File: config.mk
export PLATFORM = sky130hd
export DESIGN_NAME = pit_ctrl
export DESIGN_NICKNAME = d
export VERILOG_FILES = /design/src/rtl/pit_ctrl_pkg.sv /design/src/rtl/pit_ctrl_clken_gen.sv /design/src/rtl/pit_ctrl.sv
export SDC_FILE = /design/constraint.sdc
export NUM_CORES = 1
export LEC_CHECK = 0
export CAP_MARGIN = 0
export CELL_PAD_IN_SITES_DETAIL_PLACEMENT = 0
export CELL_PAD_IN_SITES_GLOBAL_PLACEMENT = 1
export CORE_ASPECT_RATIO = 1.1
export CORE_MARGIN = 2
export CORE_UTILIZATION = 48
export DETAILED_ROUTE_END_ITERATION = 8
export DONT_BUFFER_PORTS = 1
export PLACE_DENSITY = 0.75
export SETUP_SLACK_MARGIN = 0.02
export SLEW_MARGIN = 20
export SYNTH_ARGS = -nofsm -noshare
export SYNTH_HDL_FRONTEND = slang
export SYNTH_SLANG_ARGS = --single-unit
File: constraint.sdc
create_clock -name iClk -period 4.7 [get_ports iClk]
set_clock_uncertainty 0.05 [all_clocks]
set_input_delay 0.94 -clock iClk [delete_from_list [all_inputs] [get_ports iClk]]
set_output_delay 0.94 -clock iClk [all_outputs]
set_load 0.01 [all_outputs]
File: src/rtl/pit_ctrl_pkg.sv
// Shared constants, state encoding and the init write table for pit_ctrl.
package pit_ctrl_pkg;

    localparam logic [11:0] PIT_ADDR_CH0  = 12'h040;
    localparam logic [11:0] PIT_ADDR_CH1  = 12'h041;
    localparam logic [11:0] PIT_ADDR_CH2  = 12'h042;
    localparam logic [11:0] PIT_ADDR_CTRL = 12'h043;

    // Control words: channel select, LSB-then-MSB access, mode 3 (square wave)
    localparam logic [7:0] CW_CH0_MODE3 = 8'h36;
    localparam logic [7:0] CW_CH2_MODE3 = 8'hB6;

    localparam int INIT_LEN = 6;

    typedef enum logic [1:0] {
        ST_INIT,
        ST_GAP,
        ST_RUN
    } state_e;

    // Init table entry k as {address, data}; channel 0 gets count 0 (65536)
    function automatic logic [19:0] init_entry(input logic [2:0] k, input logic [15:0] ch2_count);
        logic [19:0] e;
        case (k)
            3'd0:    e = {PIT_ADDR_CTRL, CW_CH0_MODE3};
            3'd1:    e = {PIT_ADDR_CH0, 8'h00};
            3'd2:    e = {PIT_ADDR_CH0, 8'h00};
            3'd3:    e = {PIT_ADDR_CTRL, CW_CH2_MODE3};
            3'd4:    e = {PIT_ADDR_CH2, ch2_count[7:0]};
            3'd5:    e = {PIT_ADDR_CH2, ch2_count[15:8]};
            default: e = 20'h0;
        endcase
        return e;
    endfunction

endpackage

File: src/rtl/pit_ctrl_clken_gen.sv
// Fractional accumulator producing a one-cycle enable at an average rate of PIT_HZ.
module pit_clken_gen #(
    parameter int unsigned CLK_HZ = 25000000,
    parameter int unsigned PIT_HZ = 1193182
) (
    input  logic iClk,
    input  logic iRst,
    output logic oClkEn
);

    logic [31:0] acc_q, acc_d;
    logic        en_q, en_d;
    logic [32:0] sum;

    // Add PIT_HZ each cycle; wrap by CLK_HZ and pulse on wrap (33-bit sum avoids overflow)
    always_comb begin
        sum  = {1'b0, acc_q} + 33'(PIT_HZ);
        acc_d = sum[31:0];
        en_d  = 1'b0;
        if (sum >= 33'(CLK_HZ)) begin
            acc_d = 32'(sum - 33'(CLK_HZ));
            en_d  = 1'b1;
        end
    end

    // Accumulator and pulse registers
    always_ff @(posedge iClk) begin
        if (iRst) begin
            acc_q <= 32'h0;
            en_q  <= 1'b0;
        end else begin
            acc_q <= acc_d;
            en_q  <= en_d;
        end
    end

    assign oClkEn = en_q;

endmodule

File: src/rtl/pit_ctrl.sv
// PIT front-end: clock-enable generation, power-on programming sequence and
// arbitration of the PIT port between the sequencer and CPU I/O cycles.
// All PIT-side outputs are registered, so every strobe appears one cycle after
// the state/CPU cycle that produced it.
module pit_ctrl
    import pit_ctrl_pkg::*;
#(
    parameter int unsigned CLK_HZ    = 25000000,
    parameter int unsigned PIT_HZ    = 1193182,
    parameter logic [15:0] CH2_COUNT = 16'h04A9
) (
    input  logic        iClk,
    input  logic        iRst,
    input  logic        iReinit,
    input  logic [11:0] iCpuAddr,
    input  logic [7:0]  iCpuData,
    input  logic        iCpuWr,
    input  logic        iCpuRd,
    output logic        oPitClkEn,
    output logic [11:0] oPitAddr,
    output logic [7:0]  oPitData,
    output logic        oPitWr,
    output logic        oPitRd,
    output logic        oBusy,
    output logic        oCpuWait,
    output logic        oOverrun
);

    localparam logic [2:0] LAST_STEP = 3'(INIT_LEN - 1);

    state_e      state_q, state_d;
    logic [2:0]  step_q, step_d;
    logic        pend_vld_q, pend_vld_d;
    logic        pend_wr_q, pend_wr_d;
    logic [11:0] pend_addr_q, pend_addr_d;
    logic [7:0]  pend_data_q, pend_data_d;
    logic [11:0] pit_addr_q, pit_addr_d;
    logic [7:0]  pit_data_q, pit_data_d;
    logic        pit_wr_q, pit_wr_d;
    logic        pit_rd_q, pit_rd_d;
    logic        busy_q, busy_d;
    logic        ovr_q, ovr_d;

    logic        cpu_req;
    logic        in_range;
    logic        capture;
    logic        slot_free;
    logic [19:0] entry;

    pit_clken_gen #(
        .CLK_HZ(CLK_HZ),
        .PIT_HZ(PIT_HZ)
    ) u_clken (
        .iClk  (iClk),
        .iRst  (iRst),
        .oClkEn(oPitClkEn)
    );

    assign cpu_req  = iCpuWr | iCpuRd;
    assign in_range = (iCpuAddr >= PIT_ADDR_CH0) && (iCpuAddr <= PIT_ADDR_CTRL);
    // While the sequencer owns the port, only PIT-range CPU cycles are buffered
    assign capture  = (state_q != ST_RUN) && cpu_req && in_range;

    // Next state, PIT strobes and pending-buffer update
    always_comb begin
        state_d     = state_q;
        step_d      = step_q;
        pend_vld_d  = pend_vld_q;
        pend_wr_d   = pend_wr_q;
        pend_addr_d = pend_addr_q;
        pend_data_d = pend_data_q;
        pit_addr_d  = 12'h0;
        pit_data_d  = 8'h0;
        pit_wr_d    = 1'b0;
        pit_rd_d    = 1'b0;
        ovr_d       = 1'b0;
        slot_free   = 1'b0;
        busy_d      = (state_q != ST_RUN);
        entry       = init_entry(step_q, CH2_COUNT);

        case (state_q)
            ST_INIT: begin
                pit_wr_d   = 1'b1;
                pit_addr_d = entry[19:8];
                pit_data_d = entry[7:0];
                state_d    = ST_GAP;
            end
            ST_GAP: begin
                if (pend_vld_q) begin
                    pit_wr_d   = pend_wr_q;
                    pit_rd_d   = ~pend_wr_q;
                    pit_addr_d = pend_addr_q;
                    pit_data_d = pend_data_q;
                    slot_free  = 1'b1;
                end
                if (step_q == LAST_STEP) begin
                    // A capture here refills the buffer; spend another GAP draining it
                    state_d = capture ? ST_GAP : ST_RUN;
                end else begin
                    step_d  = step_q + 3'd1;
                    state_d = ST_INIT;
                end
            end
            ST_RUN: begin
                // Write wins if both strobes arrive, so the PIT never sees both
                pit_wr_d = iCpuWr;
                pit_rd_d = iCpuRd & ~iCpuWr;
                if (cpu_req) begin
                    pit_addr_d = iCpuAddr;
                    pit_data_d = iCpuData;
                end
            end
            default: begin
                state_d = ST_INIT;
                step_d  = 3'd0;
            end
        endcase

        if (capture) begin
            if (!pend_vld_q || slot_free) begin
                pend_vld_d  = 1'b1;
                pend_wr_d   = iCpuWr;
                pend_addr_d = iCpuAddr;
                pend_data_d = iCpuData;
            end else begin
                ovr_d = 1'b1;
            end
        end else if (slot_free) begin
            pend_vld_d = 1'b0;
        end

        if (iReinit) begin
            state_d = ST_INIT;
            step_d  = 3'd0;
        end
    end

    // State, buffer and registered outputs
    always_ff @(posedge iClk) begin
        if (iRst) begin
            state_q     <= ST_INIT;
            step_q      <= 3'd0;
            pend_vld_q  <= 1'b0;
            pend_wr_q   <= 1'b0;
            pend_addr_q <= 12'h0;
            pend_data_q <= 8'h0;
            pit_addr_q  <= 12'h0;
            pit_data_q  <= 8'h0;
            pit_wr_q    <= 1'b0;
            pit_rd_q    <= 1'b0;
            busy_q      <= 1'b0;
            ovr_q       <= 1'b0;
        end else begin
            state_q     <= state_d;
            step_q      <= step_d;
            pend_vld_q  <= pend_vld_d;
            pend_wr_q   <= pend_wr_d;
            pend_addr_q <= pend_addr_d;
            pend_data_q <= pend_data_d;
            pit_addr_q  <= pit_addr_d;
            pit_data_q  <= pit_data_d;
            pit_wr_q    <= pit_wr_d;
            pit_rd_q    <= pit_rd_d;
            busy_q      <= busy_d;
            ovr_q       <= ovr_d;
        end
    end

    assign oPitAddr = pit_addr_q;
    assign oPitData = pit_data_q;
    assign oPitWr   = pit_wr_q;
    assign oPitRd   = pit_rd_q;
    assign oBusy    = busy_q;
    assign oCpuWait = pend_vld_q;
    assign oOverrun = ovr_q;

endmodule

=== Word-level counts from Yosys, hierarchy flattened ===
Index checks and enable logic that the tools add are counted.

* Register bits after elaboration: 84
* Output and inout port bits: 26

* Equality and inequality tests: 10
* Muxes and demuxes: 24
* Reduce and logical (&&, ||, !) cells: 15
* Bitwise logic cells: 6
* Order comparisons: 3
* $add $sub $neg: 3

{| class="wikitable"
|+ Operators with widths
! kind !! count
|-
| case mux 15 bit (5 select lines) || 1
|-
| case mux 12 bit (3 select lines) || 1
|-
| adder 32 x 21 -> 33 bit, second input constant || 1
|-
| >= comparator 33 x 25 -> 1 bit, second input constant || 1
|-
| 2-to-1 mux 32 bit || 1
|-
| subtractor 32 x 25 -> 32 bit, second input constant || 1
|-
| 2-to-1 mux 12 bit || 2
|-
| case mux 8 bit (3 select lines) || 1
|-
| 2-to-1 mux 8 bit || 2
|-
| >= comparator 12 x 7 -> 1 bit, second input constant || 1
|-
| less-or-equal comparator 12 x 7 -> 1 bit, second input constant || 1
|-
| 2-to-1 mux 1 bit || 9
|-
| OR reduction 2 bit || 4
|-
| == test 3 x 2 -> 1 bit, second input constant || 2
|-
| == test 3 bit, second input constant || 2
|-
| case mux 2 bit (3 select lines) || 1
|-
| case mux 3 bit (2 select lines) || 1
|-
| AND reduction 2 bit || 3
|-
| 2-to-1 mux 2 bit || 2
|-
| inequality test 2 bit, second input constant || 2
|-
| inverter 1 bit || 4
|-
| adder 3 x 1 -> 3 bit, second input constant || 1
|-
| == test 3 x 1 -> 1 bit, second input constant || 1
|-
| logical AND 1 bit || 3
|-
| 13 further kinds || 13
|}

=== Longest topological paths before layout ===
Gate-level depths: netlist of run 1.

* Depth after elaboration: 6
* Depth in mapped cells: 15
* Mapped depth without buffers: 13

=== Modules after synthesis ===
Synthesis of run 1 repeated with hierarchy kept, for this count alone.

* Cells, all modules: 552
* Area, all modules: 4757.1 µm²

{| class="wikitable"
|+ Modules (own cells, without submodules)
! module !! cells an instance !! instances !! area an instance (µm²)
|-
| pit_clken_gen || 332 || 1 || 2597.5
|-
| pit_ctrl || 220 || 1 || 2159.6
|}

=== Least setup slack after synthesis of run 1 ===
OpenSTA, ideal clock, no wires.

* Kind: register to register
* From: reg u_clken.acc_q[1]
* To: reg u_clken.acc_q[12]
* Stages on the path, launching flop included: 14
* Arrival time: 3.326 ns
* Slack: 1.195 ns
* Path buffers: 2
* Cell sequence: dfxtp_1 > inv_1 > ha_1 > or3b_4 > a221o_2 > a221oi_2 > mux2i_1 > o2111ai_2 > nand4b_2 > o211a_1 > buf_2 > buf_6 > o31ai_1 > o41ai_1

* Word-level cells in the longest chain between the ends: 3

{| class="wikitable"
|+ RTL lines
! item !! RTL line !! source
|-
| start: declaration || pit_ctrl_clken_gen.sv:11 || <nowiki>logic [31:0] acc_q, acc_d;</nowiki>
|-
| start signal: assignment || pit_ctrl_clken_gen.sv:29 || <nowiki>acc_q <= 32'h0;</nowiki>
|-
| start signal: assignment || pit_ctrl_clken_gen.sv:32 || <nowiki>acc_q <= acc_d;</nowiki>
|-
| adder 32 x 21 -> 33 bit * || pit_ctrl_clken_gen.sv:17 || <nowiki>sum = {1'b0, acc_q} + 33'(PIT_HZ);</nowiki>
|-
| subtractor 32 x 25 -> 32 bit or >= comparator 33 x 25 -> 1 bit (tied branches) || pit_ctrl_clken_gen.sv:21, pit_ctrl_clken_gen.sv:20 ||
|-
| 2-to-1 mux 32 bit * || pit_ctrl_clken_gen.sv:20 || <nowiki>if (sum >= 33'(CLK_HZ)) begin</nowiki>
|}

Every way passes the cells marked *; elsewhere a longest branch is shown, timed or not.
A chain may end at the register's enable or synchronous reset.

=== Worst setup path in the final report of run 1 ===
* From: reg u_clken.acc_q[2]
* To: reg u_clken.acc_q[14]

Same word-level chain as after synthesis.

==> results.toml, run 1 <==
[status]
status = "completed"

[clocking]
clk_latency_ns = 0.37
cts_made_buffers = 9
cts_root_buf = "clkbuf_8"
cts_tree = "built"
path_clk_slew_ns = 0.09
ctsResizeCount = 0
clockBufferDepth = 2
clkSinkCount = 83
cts_hold_buf = 0
cts.htree.levels = 3
cts_setup_buffers = 0

[logic_synthesis]
yosysWarnings = 0
synth_edf_count = 0
synth_area_leader_cell = "dfxtp_1"
synthesis.area_um2 = 4670
synth-seq-area-share = 0.356
syn_inst = 543
yosysTopAreaCellShare = 0.356
async_flop_share = 0
avgSynthCellArea_um2 = 8.60
yosysUniqueCellTypes = 79
synth_seq_cells = 83
synthTopCellsByArea = "dfxtp_1, nor2_1, a21oi_1, ha_1, mux2i_1"
synth_flop_cell = "dfxtp_1"
syn-num-nets = 580

[routing]
wire_per_inst_um = 16.8
drt-pass1-iter-count = 5
drt_wl_total_mm = 11.0
drt_iter0_drc = 201
final_antenna_net_count = 0
route.detailed.drc = 0
vias_per_cell = 5.98
routed-via-count = 3890

[sta]
fin_ws_ns = 0.610
final_max_slew_viol_count = 0
fin_setup_tns_ns = 0
hold_violations = 0
timing.max_slew.rel_slack = 0.387
period_share = 0.870
rsz0062_at_grt = "false"
setup_viol = 0
fmax_ghz = 0.244
tightest_slew_ns = 0.914
post-route-min-period_ns = 4.09

[power]
power.share.combinational = 0.419
swShare = 0.410
power_switching_mw = 1.12
ir_worst_vdd_mv = 0.297
p_int_mw = 1.61
p_per_area_nw_per_um2 = 553
power_leakage_nw = 1.86
p_seq_frac = 0.364
p_clk_frac = 0.217
total_power_mw = 2.73

[setup_path]
start_kind = "flip-flop"
end_kind = "flip-flop"
required_ns = 4.96
r2r_end = "u_clken.acc_q[14]$_SDFF_PP0_"
arrival_ns = 4.35
regToRegSetupSlack_ns = 0.61
r2r_start = "u_clken.acc_q[2]$_SDFF_PP0_"
cp_max_fo = 22
reg2regPathDepth = 11
criticalPathCategory = "flip-flop to flip-flop"

[layout]
final_cells = 651
drive_above_1_share = 0.0824
multi_input_area_um2 = 2810
antenna_cells = 0
ff_latch_area_um2 = 1660
layout_common_cells = "dfxtp_1, nor2_1, nand2_1, a21oi_1, and2_1"
final_util = 0.524
nFillCells = 945
fin_nets = 566
final_common_cell = "dfxtp_1"
syn_to_final_growth_pct = 5.46

[die]
fp.dieArea_um2 = 10500
rows = 37
io_pins = 51
initial_core_util = 0.497
die_w_um = 98.1
core_area_um2 = 9400
fp.dieH_um = 107

[worst_hold_path]
min_path_cells = 1
hold_start = "pend_addr_q[7]$_SDFFE_PP0P_"
min_to = "pend_addr_q[7]$_SDFFE_PP0P_"
hp-class = "flip-flop to flip-flop"

[grt]
grt_first_pass_wirelength_mm = 18.3
grt.total_usage = 0.213
grt-ovfl-total = 0
antenna_found_initial = 0
grt_pass1_vias = 3699
grt_max_degree = 57

[placed_design]
gp_congestion = 0.864
dp.cells = 635
port_buffers = 0
pre_cts_ws_ns = 0.621
hpwl_mm = 7.87

[job]
cap_violations = 0
[routing by layer]
| metal | routed length (um) | vias to the layer above | global-route usage | part of all wire |
|---|---|---|---|---|
| li1 | - | 1960 | - | - |
| met1 | 5080 | 1816 | 0.277 | 0.46 |
| met2 | 5120 | 95 | 0.347 | 0.47 |
| met3 | 526 | 19 | 0.0344 | 0.048 |
| met4 | 233 | 0 | 0.0992 | 0.021 |
| met5 | 0 | - | 0 | 0 |
[cells in the mapped netlist, drive strengths merged, types with 9 or more instances]
cell type  instances
buf                9
ha                12
nor2              63
nand3             14
a22oi             15
mux2i             14
clkbuf            18
nor3              19
o21ai             17
xor2              11
dfxtp             83
a21oi             32
inv               18
nand2             35
xnor2             17
and2              21
[critical path: stages (launching register included)]
cell	delay, ns
dfxtp_1	0.36
inv_1	0.10
ha_1	0.26
or3b_4	0.44
a221o_2	0.44
a221oi_2	0.31
mux2i_1	0.30
o2111ai_2	0.18
nand4b_2	0.34
o211a_1	0.51
or4_1	0.59
a21oi_1	0.14
[how the worst max path moves through the flow]
stage                                            from                           end  slack, ns  depth (start not counted)
after floorplan           u_clken.acc_q[1]$_SDFF_PP0_  u_clken.acc_q[12]$_SDFF_PP0_       1.20                         13
after global placement    u_clken.acc_q[1]$_SDFF_PP0_  u_clken.acc_q[14]$_SDFF_PP0_       0.72                         11
after detailed placement  u_clken.acc_q[1]$_SDFF_PP0_  u_clken.acc_q[14]$_SDFF_PP0_       0.62                         11
after CTS                 u_clken.acc_q[1]$_SDFF_PP0_  u_clken.acc_q[14]$_SDFF_PP0_       0.58                         11
after global routing      u_clken.acc_q[2]$_SDFF_PP0_  u_clken.acc_q[22]$_SDFF_PP0_       0.31                         11
final                     u_clken.acc_q[2]$_SDFF_PP0_  u_clken.acc_q[14]$_SDFF_PP0_       0.61                         11
[sequential cells by signal, indices dropped and copies added, names as in the netlist]
register        count
oPitData            8
u_clken.acc_q      31
oPitAddr           12
oPitWr              1
step_q              3
oPitRd              1
pend_addr_q        12
pend_data_q         8
oCpuWait            1
state_q             2
oOverrun            1
oBusy               1
pend_wr_q           1
u_clken.oClkEn      1
[power by group through the flow]
stage                     sequential (mW)  clock [mW]  combinational [mW]
after floorplan                     0.926           0                1.01
after global placement               1.00           0                1.12
after detailed placement             1.01           0                1.13
after CTS                           0.990       0.601                1.14
after global routing                 1.01       0.628                1.29
final                               0.993       0.592                1.14
[cells by family (layout without fill, tap and decap cells)]
| group | after synthesis | after routing | share of synthesized area |
|---|---|---|---|
| AND/OR/NAND/NOR | 217 | 217 | 0.248 |
| adder cells (fa/ha/maj) | 12 | 12 | 0.0321 |
| XOR/XNOR | 28 | 28 | 0.0605 |
| buffers and inverters | 45 | 36 | 0.0431 |
| multiplexers | 17 | 17 | 0.0372 |
| flip-flops | 83 | 83 | 0.356 |
| AO/OA/AOI/OAI | 141 | 141 | 0.224 |
[area by class of cell]
| type | instances | share of cell area |
|---|---|---|
| multi-input cells | 415 | 0.570 |
| flip-flops and latches | 83 | 0.337 |
| clock buffers | 11 | 0.0287 |
| inverters | 18 | 0.0137 |
| repair buffers | 2 | 0.00305 |
| well taps | 117 | 0.0297 |
| clock inverters | 5 | 0.0175 |
[per-stage QoR]
stage	hold slack, ns	area (um2)
after floorplan	0.380	4670
after global placement	0.393	4700
after detailed placement	0.397	4700
after CTS	0.419	4930
after global routing	0.435	4930
final	0.417	4930
No activity file was read; power rests on OpenSTA's default activity.
==> run 2: changes to the inputs <==
--- a/config.mk
+++ b/config.mk
@@ -8,12 +8,11 @@
 export CAP_MARGIN = 0
 export CELL_PAD_IN_SITES_DETAIL_PLACEMENT = 0
 export CELL_PAD_IN_SITES_GLOBAL_PLACEMENT = 1
-export CORE_ASPECT_RATIO = 1.1
 export CORE_MARGIN = 2
-export CORE_UTILIZATION = 48
+export CORE_UTILIZATION = 45
 export DETAILED_ROUTE_END_ITERATION = 8
 export DONT_BUFFER_PORTS = 1
-export PLACE_DENSITY = 0.75
+export PLACE_DENSITY = 0.71
 export SETUP_SLACK_MARGIN = 0.02
 export SLEW_MARGIN = 20
 export SYNTH_ARGS = -nofsm -noshare
==> results.toml, run 2 (same netlist as run 1, synthesis figures left out) <==
[status]
status = "completed"

[die]
initial_core_util = 0.459
io_pins = 51
fp.dieArea_um2 = 11200
die_w_um = 106
rows = 37
fp.dieH_um = 106
core_area_um2 = 10200

[clocking]
cts_hold_buf = 0
clockBufferDepth = 2
cts.htree.levels = 3
cts_setup_buffers = 0
ctsResizeCount = 0
clk_latency_ns = 0.37
clkSinkCount = 83
cts_root_buf = "clkbuf_8"
cts_made_buffers = 9
path_clk_slew_ns = 0.09
cts_tree = "built"

[routing]
routed-via-count = 3858
drt_iter0_drc = 310
drt-pass1-iter-count = 4
drt_wl_total_mm = 11.1
wire_per_inst_um = 16.6
vias_per_cell = 5.76
final_antenna_net_count = 0
route.detailed.drc = 0

[placed_design]
hpwl_mm = 7.83
dpl-instance-area_um2 = 4720
gp_congestion = 0.854
port_buffers = 0

[setup_path]
reg2regPathDepth = 11
required_ns = 4.95
r2r_start = "u_clken.acc_q[1]$_SDFF_PP0_"
r2r_end = "u_clken.acc_q[14]$_SDFF_PP0_"
start_kind = "flip-flop"
startpoint = "u_clken.acc_q[1]$_SDFF_PP0_"
criticalPathCategory = "flip-flop to flip-flop"
cp_max_fo = 22
end_kind = "flip-flop"
arrival_ns = 4.37
regToRegSetupSlack_ns = 0.59

[power]
power.share.combinational = 0.429
power_leakage_nw = 1.84
p_int_mw = 1.54
p_seq_frac = 0.370
swShare = 0.425
power_switching_mw = 1.14
p_per_area_nw_per_um2 = 545
total_power_mw = 2.69
p_clk_frac = 0.201
ir_worst_vdd_mv = 0.311

[worst_hold_path]
hold_start = "pend_addr_q[5]$_SDFFE_PP0P_"
min_path_cells = 1
min_to = "pend_addr_q[5]$_SDFFE_PP0P_"
hp-class = "flip-flop to flip-flop"

[sta]
period_share = 0.875
setup_viol = 0
final_max_slew_viol_count = 0
fmax_ghz = 0.243
timing.max_slew.rel_slack = 0.458
hold_violations = 0
worst_hold_slack_ns = 0.419
post-route-min-period_ns = 4.11
tightest_slew_ns = 0.813
rsz0062_at_grt = "false"
fin_setup_tns_ns = 0

[job]
cap_violations = 0

[layout]
antenna_cells = 0
largest_reg_flops = 31
layout_common_cells = "dfxtp_1, nor2_1, nand2_1, a21oi_1, and2_1"
top_register = "u_clken.acc_q"
fin_nets = 566
final_area_um2 = 4920
syn_to_final_growth_pct = 5.38
drive_above_1_share = 0.0824
final_common_cell = "dfxtp_1"

[grt]
antenna_found_initial = 0
grt.total_usage = 0.207
grt_max_degree = 57
grt_pass1_vias = 3636
grt_first_pass_wirelength_mm = 18.8
grt-ovfl-total = 0
==> run 2: cell count changes in the layout (fill, tap and decap cells not counted) <==
cell,change
clkinv_4,-1
bufinv_16,-1
clkinvlp_4,+1
inv_6,+2
clkbuf_8,-1
==> run 2: critical path: stages, from the launching register on <==
cell and delay [ns]:
dfxtp_1 0.38, inv_1 0.08, ha_1 0.26, or3b_4 0.44, a221o_2 0.44, a221oi_2 0.31
mux2i_1 0.29, o2111ai_2 0.18, nand4b_2 0.34, o211a_1 0.51, or4_1 0.61, a21oi_1 0.15
==> run 2: worst max path at each step <==
| stage | to | slack [ns] | cells past startpoint |
|---|---|---|---|
| finish | u_clken.acc_q[14]$_SDFF_PP0_ | 0.59 | 11 |
| global route | u_clken.acc_q[14]$_SDFF_PP0_ | 0.34 | 11 |
| CTS | u_clken.acc_q[14]$_SDFF_PP0_ | 0.61 | 11 |
| detailed placement | u_clken.acc_q[14]$_SDFF_PP0_ | 0.63 | 11 |
| global placement | u_clken.acc_q[14]$_SDFF_PP0_ | 0.72 | 11 |
| floorplan | u_clken.acc_q[12]$_SDFF_PP0_ | 1.20 | 13 |
==> run 2: layout make-up <==
cell class              count  area [um2]
flip-flops and latches     83        1660
inverters                  18        67.6
fillers                  1032        5260
clock buffers              10         128
repair buffers              2        15.0
well taps                 136         170
multi-input cells         415        2810
clock inverters             6        72.6
==> run 2: stage by stage <==
step            util  setup slack (ns)  instances
2_1_floorplan      -              1.20        543
3_3_place_gp   0.464             0.716        654
3_5_place_dp   0.464             0.633        654
4_1_cts        0.483             0.611        670
5_1_grt        0.483             0.341        670
6_report       0.483             0.587        670
==> run 2: power by group through the flow <==
| stage | Clock, mW | Sequential (mW) | Combinational (mW) |
|---|---|---|---|
| after CTS | 0.554 | 0.988 | 1.15 |
| after global routing | 0.591 | 1.02 | 1.30 |
| after detailed placement | 0 | 1.00 | 1.14 |
| after floorplan | 0 | 0.926 | 1.01 |
| after global placement | 0 | 1.00 | 1.13 |
| final | 0.541 | 0.993 | 1.15 |
==> run 2: layer usage <==
metal,vias up,global-route usage,share of wire
li1,1963,-,-
met2,80,0.324,0.45
met4,0,0.0630,0.011
met3,10,0.0490,0.057
met1,1805,0.285,0.49
met5,-,0,0
==> run 3: changes to the inputs <==
--- a/config.mk
+++ b/config.mk
@@ -5,6 +5,7 @@
 export SDC_FILE = /design/constraint.sdc
 export NUM_CORES = 1
 export LEC_CHECK = 0
+export ABC_AREA = 1
 export CAP_MARGIN = 0
 export CELL_PAD_IN_SITES_DETAIL_PLACEMENT = 0
 export CELL_PAD_IN_SITES_GLOBAL_PLACEMENT = 1
@@ -12,7 +13,7 @@
 export CORE_UTILIZATION = 45
 export DETAILED_ROUTE_END_ITERATION = 8
 export DONT_BUFFER_PORTS = 1
-export PLACE_DENSITY = 0.71
+export PLACE_DENSITY = 0.77
 export SETUP_SLACK_MARGIN = 0.02
 export SLEW_MARGIN = 20
 export SYNTH_ARGS = -nofsm -noshare
==> results.toml, run 3 <==
[sta]
rsz0062_at_grt = "false"
post-route-min-period_ns = 3.14
hold_violations = 0
fmax_ghz = 0.318
tightest_slew_ns = 1.05
setup_viol = 0
worst_hold_slack_ns = 0.394
final_max_slew_viol_count = 0
fin_setup_tns_ns = 0
fin_ws_ns = 1.56
timing.max_slew.rel_slack = 0.293
period_share = 0.668

[die]
fp.dieH_um = 115
rows = 40
die_w_um = 115
io_pins = 51
core_area_um2 = 12100
initial_core_util = 0.461
fp.dieArea_um2 = 13300

[routing]
route.detailed.drc = 0
vias_per_cell = 5.35
drt_iter0_drc = 487
wire_per_inst_um = 15.1
drt_wl_total_mm = 16.6
routed-via-count = 5894
drt-pass1-iter-count = 8
final_antenna_net_count = 0

[setup_path]
r2r_start = "u_clken.acc_q[1]$_SDFF_PP0_"
crit_family = "simple AND/OR/NAND/NOR gates"
cp-endpoint = "u_clken.acc_q[7]$_SDFF_PP0_"
crit_top_cell = "nand2_1"
start_kind = "flip-flop"
end_kind = "flip-flop"
required_ns = 4.94
arrival_ns = 3.38
regToRegSetupSlack_ns = 1.56
cp.depth = 19
r2r_end = "u_clken.acc_q[7]$_SDFF_PP0_"
slowest_delay_ns = 0.35
cp_max_fo = 36
slowest_stage = "dfxtp_1"
criticalPathCategory = "flip-flop to flip-flop"
cp_cell_sequence = "inv_1 > ha_1 > nand2_1 > nand2_1 > nand2_1 > nand2_1 > nand2_2 > nand3_1 > nand3_1 > nand2_1 > nor2_2 > nand2_1 > nor2_2 > nand3_4 > nand2_4 > inv_1 > nand2_1 > nand2_1 > nor2_1"
reg2regPathDepth = 19
startpoint = "u_clken.acc_q[1]$_SDFF_PP0_"
cp_num_buf_inv = 2

[grt]
grt_max_degree = 37
antenna_found_initial = 0
grt.total_usage = 0.263
grt_first_pass_wirelength_mm = 27.2
grt_pass1_vias = 5587
grt-ovfl-total = 0

[clocking]
cts_root_buf = "clkbuf_16"
clockBufferDepth = 2
cts_hold_buf = 0
clk_latency_ns = 0.34
path_clk_slew_ns = 0.06
cts_setup_buffers = 0
cts_made_buffers = 9
clkSinkCount = 83
cts_tree = "built"
cts.htree.levels = 3
ctsResizeCount = 0

[layout]
top_register = "u_clken.acc_q"
fin_nets = 966
largest_reg_flops = 31
final_cells = 1101
final_common_cell = "nand2_1"
final_util = 0.496
layout_common_cells = "nand2_1, nor2_1, nand3_1, inv_1, dfxtp_1"
syn_to_final_growth_pct = 7.55
antenna_cells = 0
final_area_um2 = 5990
nFillCells = 1317
drive_above_1_share = 0.0879

[logic_synthesis]
yosysUniqueCellTypes = 38
yosysMostFrequentCell = "nand2_1"
syn_inst = 934
async_flop_share = 0
synthesis.area_um2 = 5570
synthTopCellsByArea = "dfxtp_1, nand2_1, nor2_1, nand3_1, inv_1"
syn-num-nets = 971
synth-seq-area-share = 0.299
yosysTopAreaCellShare = 0.299
synth_area_leader_cell = "dfxtp_1"
synth_flop_cell = "dfxtp_1"
avgSynthCellArea_um2 = 5.96
synth_edf_count = 0
yosysWarnings = 0
synth_common_cells = "nand2_1, nor2_1, nand3_1"
synth_seq_cells = 83

[power]
p_per_area_nw_per_um2 = 582
ir_worst_vdd_mv = 0.274
power_leakage_nw = 2.80
total_power_mw = 3.48

[placed_design]
pre_cts_ws_ns = 1.56
port_buffers = 0
dpl-instance-area_um2 = 5690
dp.cells = 1086
gp_congestion = 0.988
hpwl_mm = 13.1

[job]
cap_violations = 0

[status]
status = "completed"

[worst_hold_path]
hp-class = "flip-flop to flip-flop"
-- run 3: changes by cell type in the layout (fill, tap and decap cells not counted), moves of 15 or more --
cell	before	now
nand3_1	13	103
nand2_2	0	28
nor2_1	63	162
inv_1	18	100
nand2_1	35	275
inv_2	0	15
and2_1	21	1
-- run 3: layout make-up --
cell class,instances,area (um2),area share
Sequential cell,83,1660,0.278
Multi-Input combinational cell,716,3370,0.563
Inverter,118,444,0.0742
Timing Repair Buffer,1,7.51,0.00125
Clock buffer,10,229,0.0383
Tap cell,168,210,0.0351
Clock inverter,5,62.6,0.0105
-- run 3: worst min path at each step --
stage                                start                          end  slack (ns)  cells after the start
2_1_floorplan  u_clken.acc_q[1]$_SDFF_PP0_  u_clken.acc_q[1]$_SDFF_PP0_        0.37                      1
3_3_place_gp   u_clken.acc_q[1]$_SDFF_PP0_  u_clken.acc_q[1]$_SDFF_PP0_        0.38                      1
3_5_place_dp   u_clken.acc_q[1]$_SDFF_PP0_  u_clken.acc_q[1]$_SDFF_PP0_        0.39                      1
4_1_cts        u_clken.acc_q[1]$_SDFF_PP0_  u_clken.acc_q[1]$_SDFF_PP0_        0.40                      1
5_1_grt        u_clken.acc_q[1]$_SDFF_PP0_  u_clken.acc_q[1]$_SDFF_PP0_        0.41                      1
6_report       u_clken.acc_q[1]$_SDFF_PP0_  u_clken.acc_q[1]$_SDFF_PP0_        0.39                      1
-- run 3: report_power, final --
group	switching, mW	total, mW	internal (mW)
logic	1.26	1.79	0.529
registers	0.163	0.983	0.820
clock network	0.297	0.709	0.413
-- run 3: cells by family after synthesis --
family          Yosys count  synth area share
fa+ha+maj                12            0.0270
flops                    83             0.299
compound gates           83            0.0924
xor+xnor                  4           0.00765
buf+inv                 135            0.0958
simple gates            617             0.479
-- run 3: worst reg2reg max path, cell delays in order (launching register included) --
cell and delay [ns]:
dfxtp_1 0.35, inv_1 0.09, ha_1 0.25, nand2_1 0.10, nand2_1 0.09, nand2_1 0.18
nand2_1 0.13, nand2_2 0.13, nand3_1 0.12, nand3_1 0.09, nand2_1 0.16, nor2_2 0.18
nand2_1 0.08, nor2_2 0.21, nand3_4 0.14, nand2_4 0.34, inv_1 0.16, nand2_1 0.08
nand2_1 0.05, nor2_1 0.10
-- run 3: routing by layer --
metal / wire length (um) / GRT usage
met2: 7650 / 0.429
met5: 0 / 0
met1: 7480 / 0.341
met4: 601 / 0.120
met3: 915 / 0.0469
